<file path="config.mk">
export PLATFORM = sky130hd
export DESIGN_NAME = wb_arbiter_flat
export DESIGN_NICKNAME = d
export VERILOG_FILES = /design/src/rtl/wb_arbiter_pkg.sv /design/src/rtl/wb_arbiter_if.sv /design/src/rtl/wb_arbiter_rr_pick.sv /design/src/rtl/wb_arbiter.sv /design/src/flat_wrapper.sv
export SDC_FILE = /design/constraint.sdc
export NUM_CORES = 1
export LEC_CHECK = 0
export CORE_UTILIZATION = 45
export CTS_CLUSTER_DIAMETER = 80
export CTS_CLUSTER_SIZE = 14
export DETAILED_ROUTE_END_ITERATION = 8
export DONT_BUFFER_PORTS = 1
export GPL_TIMING_DRIVEN = 0
export SYNTH_ARGS = -nofsm -noshare
export SYNTH_HDL_FRONTEND = slang
export SYNTH_SLANG_ARGS = --single-unit
</file>
<file path="constraint.sdc">
create_clock -name clk -period 4.6 [get_ports clk]
set_input_delay 0.46 -clock clk [delete_from_list [all_inputs] [get_ports clk]]
set_output_delay 0.46 -clock clk [all_outputs]
set_load 0.02 [all_outputs]
</file>
<file path="src/rtl/wb_arbiter_pkg.sv">
// wb_arbiter_pkg: shared field widths, default sizing and the writeback payload record
package wb_arbiter_pkg;
  localparam int DATA_W = 32;
  localparam int TAG_W = 6;
  localparam int RD_W = 6;
  localparam int PC_W = 12;
  localparam int DEF_NUM_REQ = 3;
  localparam int DEF_NUM_PORTS = 2;
  localparam int DEF_STARVE_MAX = 7;
  typedef struct packed {
    logic we;
    logic [DATA_W-1:0] res;
    logic [TAG_W-1:0] rob;
    logic [RD_W-1:0] rd;
    logic [PC_W-1:0] pc;
  } wb_pay_t;
  function automatic int idx_w(int n);
    return n > 1 ? $clog2(n) : 1;
  endfunction
endpackage

</file>
<file path="src/rtl/wb_arbiter_if.sv">
// wb_arbiter_if: FU request bundle (valid/ready + payload) and writeback port bundle
//   master: functional-unit side, drives req_* payloads, sees req_ready and wb_*
//   slave : arbiter side, returns req_ready and drives wb_*
interface wb_arbiter_if import wb_arbiter_pkg::*; #(
  parameter int NUM_REQ = DEF_NUM_REQ,
  parameter int NUM_PORTS = DEF_NUM_PORTS
) ();
  logic [NUM_REQ-1:0] req_valid;
  logic [NUM_REQ-1:0] req_ready;
  logic [NUM_REQ-1:0] req_we;
  logic [NUM_REQ*DATA_W-1:0] req_res;
  logic [NUM_REQ*TAG_W-1:0] req_rob;
  logic [NUM_REQ*RD_W-1:0] req_rd;
  logic [NUM_REQ*PC_W-1:0] req_pc;
  logic [NUM_PORTS-1:0] wb_valid;
  logic [NUM_PORTS-1:0] wb_we;
  logic [NUM_PORTS*DATA_W-1:0] wb_res;
  logic [NUM_PORTS*TAG_W-1:0] wb_rob;
  logic [NUM_PORTS*RD_W-1:0] wb_rd;
  logic [NUM_PORTS*PC_W-1:0] wb_pc;
  modport master (
    output req_valid, req_we, req_res, req_rob, req_rd, req_pc,
    input req_ready, wb_valid, wb_we, wb_res, wb_rob, wb_rd, wb_pc
  );
  modport slave (
    input req_valid, req_we, req_res, req_rob, req_rd, req_pc,
    output req_ready, wb_valid, wb_we, wb_res, wb_rob, wb_rd, wb_pc
  );
endinterface

</file>
<file path="src/rtl/wb_arbiter_rr_pick.sv">
// wb_arbiter_rr_pick: rotating find-first, first set bit of mask_i at or above base_i (mod N)
//   mask_i candidates, base_i start index; onehot_o/idx_o the pick, found_o any candidate
module wb_arbiter_rr_pick import wb_arbiter_pkg::*; #(
  parameter int N = DEF_NUM_REQ,
  localparam int IW = idx_w(N)
) (
  input logic [N-1:0] mask_i,
  input logic [IW-1:0] base_i,
  output logic [N-1:0] onehot_o,
  output logic [IW-1:0] idx_o,
  output logic found_o
);
  localparam logic [IW:0] NL = (IW+1)'(N);
  logic [IW:0] s;
  logic [IW-1:0] j;
  // Scan from farthest to nearest so the nearest hit to base_i is written last.
  always_comb begin
    onehot_o = '0;
    idx_o = '0;
    found_o = 1'b0;
    s = '0;
    j = '0;
    for (int k = N - 1; k >= 0; k--) begin
      s = {1'b0, base_i} + (IW+1)'(k);
      j = s >= NL ? IW'(s - NL) : IW'(s);
      if (mask_i[j]) begin
        onehot_o = N'(1) << j;
        idx_o = j;
        found_o = 1'b1;
      end
    end
  end
endmodule

</file>
<file path="src/rtl/wb_arbiter.sv">
// wb_arbiter: shares NUM_PORTS registered writeback ports among NUM_REQ FU requesters
//   clk, rst (sync, active-high), flush (drops this cycle's grants and clears starvation)
//   bus.slave: req_valid/req_ready handshake + payloads in, wb_* registered results out
module wb_arbiter import wb_arbiter_pkg::*; #(
  parameter int NUM_REQ = DEF_NUM_REQ,
  parameter int NUM_PORTS = DEF_NUM_PORTS,
  parameter int STARVE_MAX = DEF_STARVE_MAX
) (
  input logic clk,
  input logic rst,
  input logic flush,
  wb_arbiter_if.slave bus
);
  localparam int IW = idx_w(NUM_REQ);
  localparam int CW = idx_w(STARVE_MAX + 1);
  localparam logic [CW-1:0] CMAX = CW'(STARVE_MAX);
  logic en;
  logic [IW-1:0] rr_ptr_q, rr_ptr_d, forced_idx, last_idx;
  logic [NUM_REQ-1:0][CW-1:0] starve_q, starve_d;
  logic [NUM_REQ-1:0] forced_oh, gnt;
  logic forced, rr_any;
  logic [NUM_PORTS-1:0][NUM_REQ-1:0] st_mask, st_oh;
  logic [NUM_PORTS-1:0][IW-1:0] st_idx, port_idx;
  logic [NUM_PORTS-1:0] st_found, port_found;
  logic [NUM_PORTS-1:0] wb_valid_q, wb_valid_d;
  wb_pay_t [NUM_PORTS-1:0] pay_q, pay_d;
  wb_pay_t req_pay [NUM_REQ];
  assign en = ~rst & ~flush;
  for (genvar g = 0; g < NUM_REQ; g++) begin : g_req
    assign req_pay[g] = '{we: bus.req_we[g], res: bus.req_res[g*DATA_W +: DATA_W],
                          rob: bus.req_rob[g*TAG_W +: TAG_W], rd: bus.req_rd[g*RD_W +: RD_W],
                          pc: bus.req_pc[g*PC_W +: PC_W]};
  end
  // Lowest-index requester whose wait has saturated takes port 0 ahead of the rotation.
  always_comb begin
    forced = 1'b0;
    forced_idx = '0;
    forced_oh = '0;
    for (int i = NUM_REQ - 1; i >= 0; i--)
      if (bus.req_valid[i] && starve_q[i] == CMAX) begin
        forced = 1'b1;
        forced_idx = IW'(i);
        forced_oh = NUM_REQ'(1) << i;
      end
  end
  // Round-robin chain: each stage excludes the forced winner and all earlier picks.
  // With a forced grant, port p takes rotation stage p-1, so the last stage goes unused.
  for (genvar p = 0; p < NUM_PORTS; p++) begin : g_port
    wb_arbiter_rr_pick #(.N(NUM_REQ)) u_pick (
      .mask_i(st_mask[p]), .base_i(rr_ptr_q),
      .onehot_o(st_oh[p]), .idx_o(st_idx[p]), .found_o(st_found[p])
    );
    if (p == 0) begin : g_first
      assign st_mask[p] = bus.req_valid & ~forced_oh;
      assign port_found[p] = forced | st_found[p];
      assign port_idx[p] = forced ? forced_idx : st_idx[p];
    end else begin : g_rest
      assign st_mask[p] = st_mask[p-1] & ~st_oh[p-1];
      assign port_found[p] = forced ? st_found[p-1] : st_found[p];
      assign port_idx[p] = forced ? st_idx[p-1] : st_idx[p];
    end
    assign bus.wb_we[p] = pay_q[p].we;
    assign bus.wb_res[p*DATA_W +: DATA_W] = pay_q[p].res;
    assign bus.wb_rob[p*TAG_W +: TAG_W] = pay_q[p].rob;
    assign bus.wb_rd[p*RD_W +: RD_W] = pay_q[p].rd;
    assign bus.wb_pc[p*PC_W +: PC_W] = pay_q[p].pc;
  end
  always_comb begin
    gnt = forced_oh;
    rr_any = 1'b0;
    last_idx = '0;
    for (int p = 0; p < NUM_PORTS; p++)
      if (st_found[p] && (!forced || p < NUM_PORTS - 1)) begin
        gnt = gnt | st_oh[p];
        rr_any = 1'b1;
        last_idx = st_idx[p];
      end
    rr_ptr_d = (en && rr_any) ? (last_idx == IW'(NUM_REQ - 1) ? '0 : last_idx + IW'(1)) : rr_ptr_q;
    for (int i = 0; i < NUM_REQ; i++)
      starve_d[i] = (flush || !bus.req_valid[i] || gnt[i]) ? '0 :
                    (starve_q[i] == CMAX ? CMAX : starve_q[i] + CW'(1));
    for (int p = 0; p < NUM_PORTS; p++) begin
      wb_valid_d[p] = en & port_found[p];
      pay_d[p] = wb_valid_d[p] ? req_pay[port_idx[p]] : '0;
    end
  end
  assign bus.req_ready = en ? gnt : '0;
  assign bus.wb_valid = wb_valid_q;
  always_ff @(posedge clk) begin
    if (rst) begin
      rr_ptr_q <= '0;
      starve_q <= '0;
      wb_valid_q <= '0;
      pay_q <= '0;
    end else begin
      rr_ptr_q <= rr_ptr_d;
      starve_q <= starve_d;
      wb_valid_q <= wb_valid_d;
      pay_q <= pay_d;
    end
  end
endmodule

</file>
<file path="src/flat_wrapper.sv">
// flat-port wrapper written by rule: the top's interface ports become plain ports
module wb_arbiter_flat import wb_arbiter_pkg::*;
#(
  parameter int NUM_REQ = DEF_NUM_REQ,
  parameter int NUM_PORTS = DEF_NUM_PORTS,
  parameter int STARVE_MAX = DEF_STARVE_MAX
)
  (clk, rst, flush, bus_req_valid, bus_req_we, bus_req_res, bus_req_rob, bus_req_rd, bus_req_pc, bus_req_ready, bus_wb_valid, bus_wb_we, bus_wb_res, bus_wb_rob, bus_wb_rd, bus_wb_pc);
  wb_arbiter_if #(.NUM_REQ(NUM_REQ), .NUM_PORTS(NUM_PORTS)) bus_i ();
  input logic clk;
  input logic rst;
  input logic flush;
  input wire logic [$bits(bus_i.req_valid)-1:0] bus_req_valid;
  input wire logic [$bits(bus_i.req_we)-1:0] bus_req_we;
  input wire logic [$bits(bus_i.req_res)-1:0] bus_req_res;
  input wire logic [$bits(bus_i.req_rob)-1:0] bus_req_rob;
  input wire logic [$bits(bus_i.req_rd)-1:0] bus_req_rd;
  input wire logic [$bits(bus_i.req_pc)-1:0] bus_req_pc;
  output wire logic [$bits(bus_i.req_ready)-1:0] bus_req_ready;
  output wire logic [$bits(bus_i.wb_valid)-1:0] bus_wb_valid;
  output wire logic [$bits(bus_i.wb_we)-1:0] bus_wb_we;
  output wire logic [$bits(bus_i.wb_res)-1:0] bus_wb_res;
  output wire logic [$bits(bus_i.wb_rob)-1:0] bus_wb_rob;
  output wire logic [$bits(bus_i.wb_rd)-1:0] bus_wb_rd;
  output wire logic [$bits(bus_i.wb_pc)-1:0] bus_wb_pc;
  assign bus_i.req_valid = bus_req_valid;
  assign bus_i.req_we = bus_req_we;
  assign bus_i.req_res = bus_req_res;
  assign bus_i.req_rob = bus_req_rob;
  assign bus_i.req_rd = bus_req_rd;
  assign bus_i.req_pc = bus_req_pc;
  assign bus_req_ready = bus_i.req_ready;
  assign bus_wb_valid = bus_i.wb_valid;
  assign bus_wb_we = bus_i.wb_we;
  assign bus_wb_res = bus_i.wb_res;
  assign bus_wb_rob = bus_i.wb_rob;
  assign bus_wb_rd = bus_i.wb_rd;
  assign bus_wb_pc = bus_i.wb_pc;
  wb_arbiter #(.NUM_REQ(NUM_REQ), .NUM_PORTS(NUM_PORTS), .STARVE_MAX(STARVE_MAX)) u_core (.clk(clk), .rst(rst), .flush(flush), .bus(bus_i));
endmodule
</file>
==> results.txt, run 1 <==
The flow ran to the end, and the final reports show no timing, DRC or antenna violations. The placement row count came out at 43. The area of the core is between 10000 and 15000 sq um. The largest total area in the synthesized netlist belongs to sky130_fd_sc_hd__dfxtp_1. The via count of the first global-routing pass is about 6000. The total of endpoints with negative setup slack in the final report came out at 0. The tightest hold path in the finished design has a slack of 0.150 ns. The initial antenna violation count is 0. The pin count of the biggest net entering global routing is 17. The die is roughly 120 microns wide. The clock latency on the worst-skew pair is 0.42 ns. The maximum buffer depth of the clock tree is 2. The routability congestion estimate from global placement is 0.893.

The first routing iteration left 529 violations. The area used by sequential logic in the layout is 2540 sq um. Global routing consumed, on the met2 layer, 51.2% of the routing resources. The sequential cell area fraction in the yosys report is 39.8%.

The total overflow reported by the global router came out at 0. The top cell types in the final layout, fill and taps aside, are sky130_fd_sc_hd__nor2_1 (131), sky130_fd_sc_hd__dfxtp_1 (127), sky130_fd_sc_hd__nand2_1 (126), sky130_fd_sc_hd__a211oi_1 (64), sky130_fd_sc_hd__mux2i_1 (59). The sort of element at the end of the critical path is a primary output.

The area of the die came out at about 15000 sq um. The total via count after detailed routing came out at 6105. Buffers placed on the I/O ports in this run total 0.

The critical path arrival is ~3.8 ns. In the final layout, the multi-input gates occupy 3500 sq um. For this design, the sink count on the clock tree is 127.

The total of flip-flops plus latches after synthesis is 127. The via count normalized by instance count is 6.33. The number of distinct library cells after synthesis came out at 65.

The mean area per synthesized cell came out at 8.49 sq um. Leaving out fill and tap cells, the most frequent cell in the layout is sky130_fd_sc_hd__nor2_1. The post-cts sizing count came out at 0. Cells fill a little over half of the core in the end.

The synthesized netlist net count is 936. The fraction of final layout cells sized beyond drive strength 1 came out at 11.2%. The number of enable-type register cells in the synthesized netlist is 0. The number of cells produced by synthesis is 752. The final period demand of the worst path came out at 4.21 ns.

Buffers inserted during clock tree synthesis total 17. After detailed routing, the average wire length per cell comes to 23.6 microns. Summed over its instances, the top area cell type makes up 39.8% of the synthesized netlist area. Summing every instance area after synthesis gives roughly 6400 sq um. The data required time of the critical path is approximately 4.1 ns.

Of the available clock period, the critical path in the final layout requires 91.5%. The peak supply drop is 0.285 mV. The critical path is of the flip-flop to primary output type. The met1 capacity usage during global routing is between 30% and 40%. In the post-synthesis netlist, the biggest area contributors are sky130_fd_sc_hd__dfxtp_1 (40%), sky130_fd_sc_hd__mux2i_1 (9.2%), sky130_fd_sc_hd__nor2_1 (7.7%). The measured slew at the worst slew-check pin is 0.681 ns.

The routed design has 22700 microns of wire. Hold repair after CTS inserted 0 buffers. The met3 track demand over resource in global routing came out at a little under a tenth. The overall die height came out at 121 microns.

The clock-pin slew of the registers on the worst-case setup and hold paths is approximately 0.060 ns. The maximum frequency from static timing analysis came out at 238 MHz. The setup TNS is 0 ns.

The tree is rooted in a sky130_fd_sc_hd__clkbuf_16. The number of fillers in the final layout is 1326. The H-tree depth is 4. The layer flagged by global routing as most heavily used is met2. The number of hold-slack violations in the final timing report is 0.

The kind of launch point of the worst setup path is a flip-flop. In this run the count of I/O pins placed on the die edge is between 200 and 300. After synthesis, the share of flip-flops with an asynchronous set or reset is 0%. The yosys synthesis warning count came out at 0.

The power density relative to cell area came out at 820 nW/um^2. Relative to the synthesized area, the layout overhead comes to 13.1%. The number of antenna diodes in the final layout is 0. Before antenna repair, the detailed router went through 5 iterations.

The starting density of the core came out at 46.0%. The half-perimeter wire length after placement came out at 17200 microns. The overall track demand over capacity in global routing came out at 30.7%. The global-route wire length before repair is 34100 microns. The number of design rule violations left after detail routing came out at 0.

TritonCTS built the clock tree. The max-slew violation total from the final report came out at 0. The total leakage power is 2.76 nW. The path class of the tightest hold or removal check is input port to flip-flop. The max capacitance violation total came out at 0.

In this run the remaining antenna-violating nets after routing total 0. Setup repair after global routing left no endpoint under its margin. The worst-case clock skew came out at 0.00614 ns. The maximum fanout along the worst path is 9. Headroom to the max-slew limit came out at 53.9%. The number of post-CTS setup repair buffers came out at 0.

The number of nets in the final layout came out at about 960. The leading register cell type out of synthesis is sky130_fd_sc_hd__dfxtp_1.
## path summary, 6_finish.rpt
path | from | slack (ns) | end | cells past startpoint
max | u_core.starve_q[0] | 0.39 | bus_req_ready[0] | 10
min | bus_req_valid[0] | 0.15 | u_core.starve_q[2] | 2
max reg2reg | u_core.rr_ptr_q[0] | 0.85 | u_core.bus.wb_rob[6] | 13
min reg2reg | u_core.starve_q[0] | 0.44 | u_core.starve_q[0] | 1
## metal layers
metal	routed length, microns	part of all wire (%)
met5	0	0
met3	2210	9.7
met4	940	4.1
met2	10800	47
met1	8790	39
## state kept, by name, summed over array words and instances, names as in the netlist
register / flops
u_core.rr_ptr_q: 2
u_core.bus.wb_valid: 2
u_core.bus.wb_we: 2
u_core.bus.wb_rd: 12
u_core.bus.wb_rob: 12
u_core.starve_q: 9
u_core.bus.wb_pc: 24
u_core.bus.wb_res: 64
## logic make-up after synthesis
| group | synth area share [%] |
|---|---|
| xor gates and xnor gates | 0.137 |
| AOI/OAI and AO/OA | 24.9 |
| DFF | 39.8 |
| muxes | 9.25 |
| buffers and inverters | 5.60 |
| and+or+nand+nor | 18.8 |
| adders and majority gates | 1.53 |
## cells in the mapped netlist, types with 4 or more instances
| library cell | instances |
|---|---|
| sky130_fd_sc_hd__clkbuf_1 | 34 |
| sky130_fd_sc_hd__nand2_1 | 126 |
| sky130_fd_sc_hd__o21ai_0 | 4 |
| sky130_fd_sc_hd__o211ai_1 | 5 |
| sky130_fd_sc_hd__buf_1 | 4 |
| sky130_fd_sc_hd__nor3_1 | 7 |
| sky130_fd_sc_hd__o22ai_1 | 5 |
| sky130_fd_sc_hd__nor4_1 | 5 |
| sky130_fd_sc_hd__o21a_1 | 4 |
| sky130_fd_sc_hd__a311oi_1 | 47 |
| sky130_fd_sc_hd__nand3_1 | 6 |
| sky130_fd_sc_hd__a311oi_2 | 10 |
| sky130_fd_sc_hd__buf_6 | 4 |
| sky130_fd_sc_hd__dfxtp_1 | 127 |
| sky130_fd_sc_hd__buf_2 | 16 |
| sky130_fd_sc_hd__inv_1 | 8 |
| sky130_fd_sc_hd__a31oi_1 | 5 |
| sky130_fd_sc_hd__a211oi_1 | 65 |
| sky130_fd_sc_hd__nand2b_1 | 4 |
| sky130_fd_sc_hd__mux2i_1 | 59 |
| sky130_fd_sc_hd__buf_4 | 8 |
| sky130_fd_sc_hd__nor2_1 | 131 |
| sky130_fd_sc_hd__a21oi_1 | 8 |
| sky130_fd_sc_hd__ha_1 | 7 |
| sky130_fd_sc_hd__or3_1 | 4 |
## worst max-delay path, cell delays in order, from the launching register on
cell                       delay (ns)
sky130_fd_sc_hd__dfxtp_1         0.32
sky130_fd_sc_hd__ha_1            0.25
sky130_fd_sc_hd__and3_1          0.19
sky130_fd_sc_hd__buf_4           0.17
sky130_fd_sc_hd__o311ai_2        0.35
sky130_fd_sc_hd__o311ai_1        0.28
sky130_fd_sc_hd__a211oi_1        0.46
sky130_fd_sc_hd__nor2_1          0.20
sky130_fd_sc_hd__nor4_2          0.52
sky130_fd_sc_hd__nor3_1          0.14
sky130_fd_sc_hd__o311a_1         0.45
## cell type report
cell class | count | area share (%)
clock inverters | 15 | 2.42
well taps | 180 | 3.12
inverters | 8 | 0.416
clock buffers | 17 | 5.89
plain buffers | 66 | 4.54
flip-flops and latches | 127 | 35.2
multi-input cells | 551 | 48.4
## metrics by stage
stage / std cells / area, sq um / worst slack [ns] / power (mW)
finish: 964 / 7220 / 0.391 / 5.93
global route: 964 / 7220 / 0.213 / 6.26
CTS: 964 / 7210 / 0.178 / 5.91
detailed placement: 932 / 6610 / 0.655 / 4.53
global placement: 932 / 6610 / 0.644 / 4.49
floorplan: 752 / 6390 / 1.40 / 3.77
## where the power goes
group | internal (mW) | switching (mW)
clock network | 0.815 | 0.568
logic | 0.849 | 1.77
registers | 1.41 | 0.522
total | 3.07 | 2.86
(Power assumes the default switching activity.)
==> run 2: changes to the inputs <==
--- a/config.mk
+++ b/config.mk
@@ -11,6 +11,7 @@
 export DETAILED_ROUTE_END_ITERATION = 8
 export DONT_BUFFER_PORTS = 1
 export GPL_TIMING_DRIVEN = 0
+export SLEW_MARGIN = 25
 export SYNTH_ARGS = -nofsm -noshare
 export SYNTH_HDL_FRONTEND = slang
 export SYNTH_SLANG_ARGS = --single-unit
==> results of run 2 <==
Final layout, timing and power as in run 1 (identical DEF).
